`src/rtl/i2c_poll_sequencer.sv`:
```
// i2c_poll_sequencer: periodic register poller sitting in front of an I2C master.
// Each sweep writes a register pointer and reads one byte for NUM_REGS consecutive
// registers, storing results in a small bank with per-entry valid flags. Failed
// attempts are counted and retried. Optional transaction watchdog: define
// I2C_SEQ_TIMEOUT_EN to enable it (default build has no watchdog).
module i2c_poll_sequencer #(
   parameter logic [6:0] SLAVE_ADDR  = 7'b0011011,
   parameter int         NUM_REGS    = 4,
   parameter int         POLL_DIV    = 500000,
   parameter int         MAX_RETRY   = 3,
   parameter int         TIMEOUT_CYC = 8192
) (
   input  logic       clk_50,
   input  logic       rst_n,
   input  logic       enable,
   input  logic       poll_now,
   input  logic [7:0] reg_base,
   output logic       m_start,
   output logic [6:0] m_addr,
   output logic       m_rw,
   output logic [7:0] m_wdata,
   input  logic       m_busy,
   input  logic       m_done,
   input  logic       m_nack,
   input  logic [7:0] m_rdata,
   input  logic [2:0] rd_idx,
   output logic [7:0] rd_data,
   output logic       rd_valid,
   output logic       sweep_done,
   output logic [7:0] err_count,
   output logic       busy
);

   localparam int TW = (POLL_DIV > 1) ? $clog2(POLL_DIV) : 1;
   localparam int RW = $clog2(MAX_RETRY + 2);
   localparam logic [TW-1:0] TMR_LAST  = TW'(POLL_DIV - 1);
   localparam logic [2:0]    IDX_LAST  = 3'(NUM_REGS - 1);
   localparam logic [RW-1:0] RETRY_MAX = RW'(MAX_RETRY);

   typedef enum logic [2:0] {
      IDLE, W_ISSUE, W_WAIT, R_ISSUE, R_WAIT, FAIL, NEXT
   } state_t;

   state_t          state, state_n;
   logic [2:0]      idx, idx_n;
   logic [RW-1:0]   retry, retry_n;
   logic [7:0]      err_n;
   logic            start_n, rw_n, sweep_n;
   logic [7:0]      wdata_n;
   logic            tick_clr, bank_we, valid_clr;

   logic [TW-1:0]   tmr;
   logic            tmr_wrap, tick_pend, tick_go;
   logic            enable_q, enable_fall, abort, abort_now;
   logic            timeout;

   logic [7:0]      bank [8];
   logic [7:0]      valid;

   // The slave address never changes; it is a constant drive to the master.
   assign m_addr = SLAVE_ADDR;
   assign busy   = (state != IDLE);

   // Poll timer wraps every POLL_DIV cycles while enabled and is held at 0 otherwise.
   assign tmr_wrap = enable && (tmr == TMR_LAST);
   // A pending tick only launches a sweep while periodic polling is enabled.
   assign tick_go  = tick_pend && enable;

   // Dropping enable during a sweep makes the sweep end after the transaction in
   // flight; the fall is honoured in the very cycle it happens as well as latched.
   assign enable_fall = enable_q && !enable;
   assign abort_now   = abort || enable_fall;

`ifdef I2C_SEQ_TIMEOUT_EN
   localparam logic [12:0] TO_LAST = 13'(TIMEOUT_CYC - 1);
   logic [12:0] to_cnt;

   // Watchdog: restarts with each m_start, advances while waiting for m_done.
   always_ff @(posedge clk_50) begin
      if (!rst_n)
         to_cnt <= '0;
      else if (m_start)
         to_cnt <= '0;
      else if (state == W_WAIT || state == R_WAIT)
         to_cnt <= to_cnt + 13'd1;
   end

   // The m_start cycle still holds the previous count, so it is excluded.
   assign timeout = (state == W_WAIT || state == R_WAIT) && !m_start && (to_cnt == TO_LAST);
`else
   assign timeout = 1'b0;
`endif

   // Next-state and next-output logic for the transaction sequencer.
   always_comb begin
      state_n   = state;
      idx_n     = idx;
      retry_n   = retry;
      err_n     = err_count;
      start_n   = 1'b0;
      rw_n      = m_rw;
      wdata_n   = m_wdata;
      sweep_n   = 1'b0;
      tick_clr  = 1'b0;
      bank_we   = 1'b0;
      valid_clr = 1'b0;
      case (state)
         IDLE: begin
            // A tick and poll_now together still launch only one sweep.
            if ((tick_go || poll_now) && !m_busy) begin
               tick_clr = 1'b1;
               idx_n    = 3'd0;
               retry_n  = '0;
               state_n  = W_ISSUE;
            end
         end
         W_ISSUE: begin
            if (!m_busy) begin
               start_n = 1'b1;
               rw_n    = 1'b0;
               wdata_n = reg_base + {5'd0, idx};
               state_n = W_WAIT;
            end
         end
         W_WAIT: begin
            if (m_done && !m_nack)
               state_n = abort_now ? IDLE : R_ISSUE;
            else if (m_done || timeout)
               state_n = FAIL;
         end
         R_ISSUE: begin
            // m_wdata keeps the pointer from the write; only direction changes.
            if (!m_busy) begin
               start_n = 1'b1;
               rw_n    = 1'b1;
               state_n = R_WAIT;
            end
         end
         R_WAIT: begin
            if (m_done && !m_nack) begin
               bank_we = 1'b1;
               state_n = NEXT;
            end else if (m_done || timeout) begin
               state_n = FAIL;
            end
         end
         FAIL: begin
            if (err_count != 8'hFF)
               err_n = err_count + 8'd1;
            retry_n = retry + RW'(1);
            if (retry_n <= RETRY_MAX) begin
               // A retry always repeats the pointer write before the read.
               state_n = abort_now ? IDLE : W_ISSUE;
            end else begin
               valid_clr = 1'b1;
               state_n   = NEXT;
            end
         end
         NEXT: begin
            retry_n = '0;
            if (abort_now) begin
               state_n = IDLE;
            end else if (idx == IDX_LAST) begin
               sweep_n = 1'b1;
               state_n = IDLE;
            end else begin
               idx_n   = idx + 3'd1;
               state_n = W_ISSUE;
            end
         end
         default: state_n = IDLE;
      endcase
   end

   // Sequencer state and registered master-facing outputs.
   always_ff @(posedge clk_50) begin
      if (!rst_n) begin
         state      <= IDLE;
         idx        <= 3'd0;
         retry      <= '0;
         err_count  <= 8'd0;
         m_start    <= 1'b0;
         m_rw       <= 1'b0;
         m_wdata    <= 8'd0;
         sweep_done <= 1'b0;
      end else begin
         state      <= state_n;
         idx        <= idx_n;
         retry      <= retry_n;
         err_count  <= err_n;
         m_start    <= start_n;
         m_rw       <= rw_n;
         m_wdata    <= wdata_n;
         sweep_done <= sweep_n;
      end
   end

   // Poll timer, pending-tick flag and sweep-abort latch.
   always_ff @(posedge clk_50) begin
      if (!rst_n) begin
         tmr       <= '0;
         tick_pend <= 1'b0;
         enable_q  <= 1'b0;
         abort     <= 1'b0;
      end else begin
         enable_q <= enable;
         if (!enable || tmr == TMR_LAST)
            tmr <= '0;
         else
            tmr <= tmr + TW'(1);
         // A wrap in the same cycle the flag is consumed re-arms it, so no tick is lost.
         tick_pend <= tmr_wrap || (tick_pend && !tick_clr);
         if (state_n == IDLE)
            abort <= 1'b0;
         else if (enable_fall && state != IDLE)
            abort <= 1'b1;
      end
   end

   // Result bank: successful reads store data; exhausted retries drop the valid flag only.
   always_ff @(posedge clk_50) begin
      if (!rst_n) begin
         for (int i = 0; i < 8; i++)
            bank[i] <= 8'h00;
         valid <= 8'h00;
      end else if (bank_we) begin
         bank[idx]  <= m_rdata;
         valid[idx] <= 1'b1;
      end else if (valid_clr) begin
         valid[idx] <= 1'b0;
      end
   end

   // Combinational bank read; indices beyond the polled range read as empty.
   always_comb begin
      rd_data  = 8'h00;
      rd_valid = 1'b0;
      if ({1'b0, rd_idx} < 4'(NUM_REGS)) begin
         rd_data  = bank[rd_idx];
         rd_valid = valid[rd_idx];
      end
   end

endmodule

```
`config.mk`:
```
export PLATFORM = sky130hd
export DESIGN_NAME = i2c_poll_sequencer
export DESIGN_NICKNAME = d
export VERILOG_FILES = /design/src/rtl/i2c_poll_sequencer.sv
export SDC_FILE = /design/constraint.sdc
export NUM_CORES = 1
export LEC_CHECK = 0
export ABC_AREA = 0
export BUFFER_PORTS_ARGS = -buffer_cell sky130_fd_sc_hd__buf_2
export CELL_PAD_IN_SITES_DETAIL_PLACEMENT = 1
export CELL_PAD_IN_SITES_GLOBAL_PLACEMENT = 2
export CORE_MARGIN = 2
export CORE_UTILIZATION = 39
export DETAILED_ROUTE_END_ITERATION = 8
export GPL_ROUTABILITY_DRIVEN = 0
export PLACE_DENSITY_LB_ADDON = 0.1
export SLEW_MARGIN = 40
export SYNTH_ARGS = -nofsm -noshare
export SYNTH_HDL_FRONTEND = slang
export SYNTH_SLANG_ARGS = --single-unit
```
`constraint.sdc`:
```
create_clock -name clk_50 -period 6.5 [get_ports clk_50]
set_clock_uncertainty 0.2 [all_clocks]
set_input_delay 0.65 -clock clk_50 [delete_from_list [all_inputs] [get_ports clk_50]]
set_output_delay 0.65 -clock clk_50 [all_outputs]
set_load 0.02 [all_outputs]
```
# ---- Word level (Yosys, flattened, before mapping)
# Memory sizes are Yosys's and may differ from the RTL's.
# Index checks and enable logic that the tools add are counted.
# Widths: inputs -> output; s select.
dict set report word_totals {
  reg_bits 58
  memories 1
  wordCells 121
  in_bits 26
  ram_bits 64
}
dict set report op_classes {
  bitwise_logic 6
  n_eq_ne 14
  magnitude_cmp 5
  mux 43
  reduce_logical 34
  n_addsub 5
}
# name words width rd rd_ports_with_merged_regs wr line
set mem_list {}
lappend mem_list {bank 8 8 1 0 8 57} ;# logic [7:0] bank [8];
# operator n
set op_table {}
lappend op_table {{$mux 3} 11}
lappend op_table {{$mux 8} 4}
lappend op_table {{$mux 1} 21}
lappend op_table {{$pmux 3 s7} 1}
lappend op_table {{$add 19x1->19 const B} 1}
lappend op_table {{$eq 19x19->1 const B} 1}
lappend op_table {{$ne 2x2->1 const B} 5}
lappend op_table {{$eq 3x2->1 const B} 3}
lappend op_table {{$eq 3x3->1 const B} 3}
lappend op_table {{$pmux 3 s3} 1}
lappend op_table {{$add 8x1->8 const B} 1}
lappend op_table {{$add 8x3->8} 1}
lappend op_table {{$and 8x8->8} 1}
lappend op_table {{$logic_and 1x1->1} 8}
lappend op_table {{$lt 3x4->1 const B} 2}
lappend op_table {{$ne 8x8->1 const B} 1}
lappend op_table {{$not 8->8} 1}
lappend op_table {{$or 8x8->8} 1}
lappend op_table {{$reduce_and 2->1} 4}
lappend op_table {{$reduce_or 8->1} 1}
lappend op_table {{$add 3x1->3 const B} 2}
lappend op_table {{$logic_not 3->1} 2}
lappend op_table {{$pmux 3 s2} 1}
lappend op_table {{$reduce_bool 2->1} 3}
lappend op_table {{other kinds (16)} 27}

# ---- Longest topological paths before layout
dict set report logic_depth {
  ltp_word 9
  mapped_depth 8
  depth_no_buf 7
}

# ---- Worst setup path before layout
# No wires, ideal clock.
dict set report synth_path {
  path_type {input -> output}
  start {in rd_idx[0]}
  end {out rd_data[0]}
  path_slack_ns 4.049
  path_buffers 1
  arrival_time_ns 1.601
  required_time_ns 5.650
  path_stages 3
  path_cell_list {buf_2 > mux4_2 > nor2b_1}
}
dict set report synth_between {
  elab_chain_len 2
  word_cells_on_any_way 3
  cone_classes {order compare: 1; mux: 1; memory: 1}
}
# item line
set synth_lines {}
lappend synth_lines {{start, declared} 26} ;# input logic [2:0] rd_idx,
lappend synth_lines {{$mem_v2 8x8 or $lt 3x3->1 (tied branches)} -}
lappend synth_lines {{$mux 8 (*)} 238} ;# if ({1'b0, rd_idx} < 4'(NUM_REGS)) begin
lappend synth_lines {{end, declared} 27} ;# output logic [7:0] rd_data,
# Mark *: on every way between the ends. The rest lies on a longest branch, timed or not.

# ---- Worst setup path in the final report
dict set report layout_path {
  start {in rd_idx[0]}
  end {out rd_data[2]}
}
# The elaborated chain is that of the path after synthesis.

==> out/metrics.cfg <==
[cells_and_area]
n_antenna_cell=0
nets=488
layout-drive-gt1-share=0.197
area_delta_synth_final_pct=12.5
final_util=0.453
fin_cells=593

[die]
start_util=0.402
die_h_um=107
core_area_mm2=0.0104
fp-row-count=37
fp.dieArea_mm2=0.0115
io_pins=62
die_w_um=107

[clocking]
post-cts-setup-buffers=0
postCtsResizedCells=0
cts_root_buf=clkbuf_8
cts.sinks=86
clock_latency_ns=0.36
cts-htree-levels=3
cts_tree=built
cts.clk_slew.worst_paths_ns=0.09
numCtsBuffers=9
postCtsHoldBufs=0
clockBufferDepth=2

[min_path]
holdPathStages=2
worstHoldEndpoint=tick_pend
min_from=tick_pend
hold_class=reg2reg

[critical_path]
critPathKind=in2out
cp_max_fo=9
crit_chain=buf_2 > mux4_2 > nor2b_1 > buf_2
worst_path_most_repeated_cell=buf_2
reg2reg_depth=5
cp_data_required_time_ns=5.65
r2r-end=bank[0][1]
end_kind=primary output
max_stage_delay_ns=0.54
cp_slowest_cell=mux4_2
startpoint_type=input pin
arrival_ns=1.76
r2r_slack_ns=3.98
r2r-start=state[1]

[placed_design]
dp_hpwl_um=6690
place_inst=577
portBuffers=54

[sta]
max-slew-margin-rel=0.516
setup_tns_ns=0
fin_crit_sh=0.402
period_minus_slack_ns=2.61
hold_viol_final=0
finalMaxSlewViolations=0
grt_setup_unrepaired=false
fmax_ghz=0.383
worst_pin_slew_ns=0.721
setup_viol=0

[global_routing]
overflow=0
grt_antenna_before_repair=0
grt.total_usage=0.170
grt_max_degree=28
grt_pass1_vias=3055
grt_use_met3=0.0412
groute.layer.met2.usage=0.271
grt_pass1_wl_um=15400
grt-busiest-layer=met2
grt_use_met1=0.231

[drt]
routed_wl_um=8990
first_pass_iters=5
drt_iter0_markers=85
vias=3010
antenna_left=0
avgRoutedWirePerCell_um=15.2
drc_errors=0
via_per_inst=5.08

[synthesis]
synth-main-ff-cell=dfxtp_1
synth_edf_count=32
async_flop_share=0
ys_seq_area_frac=0.490
syn_area_mm2=0.00417
syn_area_per_cell_um2=10.3
netlist_instances=403
synth_cell_types=53
ys_ff_latch=86
synth_warnings=0

[power]
power_density_mw_per_mm2=225
vdd_drop_max_v=0.000131
power.leakage_uw=0.00181

[run_status]
status=complete, no violations

[flow_run]
cap_viol_max_count=0

cell usage after synthesis, types with 3 or more instances:
library cell	number	area share
a211oi_1	4	0.0072
a21oi_1	13	0.016
a31o_2	3	0.0063
and2_1	32	0.048
and3_1	3	0.0045
and4_1	4	0.0084
buf_2	4	0.0048
buf_4	11	0.020
clkbuf_1	5	0.0045
dfxtp_1	54	0.26
edfxtp_1	32	0.23
ha_1	9	0.027
inv_1	9	0.0081
mux2i_1	5	0.012
mux4_2	9	0.049
nand2_1	19	0.017
nand2b_1	7	0.011
nand3_1	13	0.016
nand4_1	6	0.0090
nor2_1	57	0.051
nor2b_1	15	0.023
nor3_1	5	0.0060
nor3_2	4	0.0096
nor4_1	3	0.0045
nor4b_1	3	0.0063
o21ai_0	11	0.013
xnor2_1	14	0.029
xor2_1	17	0.036
worst max-delay path by stage:
stage / startpoint / to / slack, ns / depth (start not counted)
2_1_floorplan: rd_idx[0] / rd_data[0] / 4.05 / 3
4_1_cts: rd_idx[0] / rd_data[2] / 3.86 / 4
3_3_place_gp: m_done / bank[3][5] / 3.78 / 4
5_1_grt: state[1] / bank[2][3] / 3.72 / 5
6_report: rd_idx[0] / rd_data[2] / 3.89 / 4
3_5_place_dp: rd_idx[0] / rd_data[2] / 3.87 / 4
cell type report:
class / count / area (um2)
repair buffers: 54 / 270
multi-input cells: 291 / 1980
clock buffers: 9 / 124
flip-flops and latches: 86 / 2040
fillers: 1204 / 5680
well taps: 136 / 170
clock inverters: 7 / 66.3
inverters: 10 / 37.5
critical path: cells and delay by family:
family	cells	cell delay (ns)
multiplexers	1	0.54
buffers and inverters	2	0.43
AND/OR/NAND/NOR	1	0.14
registers in the layout, indices dropped and copies added, names as in the netlist, named ones only:
signal	flops
bank	32
tmr	19
err_count	8
m_wdata	8
idx	3
retry	3
state	3
abort	1
enable_q	1
m_rw	1
m_start	1
sweep_done	1
tick_pend	1
routing by layer:
metal | up-vias | part of all wire | wire length (um)
met5 | - | 0 | 0
met4 | 0 | 0.012 | 110
li1 | 1495 | - | -
met3 | 11 | 0.040 | 358
met1 | 1447 | 0.48 | 4310
met2 | 57 | 0.47 | 4210
per-stage QoR:
| stage | total power, uW | instance area, um2 | hold slack, ns | setup slack (ns) |
|---|---|---|---|---|
| after CTS | 1070 | 4690 | 0.284 | 3.86 |
| after detailed placement | 692 | 4500 | 0.264 | 3.87 |
| after global routing | 1100 | 4690 | 0.296 | 3.72 |
| after global placement | 690 | 4500 | 0.247 | 3.78 |
| final | 1050 | 4690 | 0.280 | 3.89 |
| after floorplan | 663 | 4190 | 0.230 | 4.05 |
layout by cell type (no fill, tap or decap), types with 3 or more instances in the layout:
master | synthesis | final
nor2_1 | 57 | 57
dfxtp_1 | 54 | 54
buf_2 | 4 | 54
and2_1 | 32 | 32
edfxtp_1 | 32 | 32
nand2_1 | 19 | 19
xor2_1 | 17 | 17
nor2b_1 | 15 | 15
xnor2_1 | 14 | 14
nand3_1 | 13 | 13
a21oi_1 | 13 | 13
o21ai_0 | 11 | 10
inv_1 | 9 | 9
mux4_2 | 9 | 9
ha_1 | 9 | 9
clkbuf_8 | 0 | 9
nand2b_1 | 7 | 7
conb_1 | 2 | 7
nand4_1 | 6 | 6
nor3_1 | 5 | 5
mux2i_1 | 5 | 5
nor3_2 | 4 | 4
and4_1 | 4 | 4
a211oi_1 | 4 | 4
inv_6 | 0 | 4
a31o_2 | 3 | 3
nor4_1 | 3 | 3
nor4b_1 | 3 | 3
and3_1 | 3 | 3
report_power, final:
part | switching (uW) | leakage (uW) | internal, uW
Sequential | 11.6 | 0.000767 | 570
Combinational | 59.5 | 0.000945 | 36.6
Clock | 226 | 0.0000991 | 151
Total | 297 | 0.00181 | 758
logic make-up after synthesis:
logic type	count (synthesis)	share of synthesized area
AOI/OAI and AO/OA	46	0.0705
xor gates and xnor gates	31	0.0651
adders and majority gates	10	0.0318
buffers and inverters	31	0.0393
DFF	86	0.490
muxes	14	0.0606
other	2	0.00180
and+or+nand+nor	183	0.241
No activity file was read; power rests on OpenSTA's default activity.
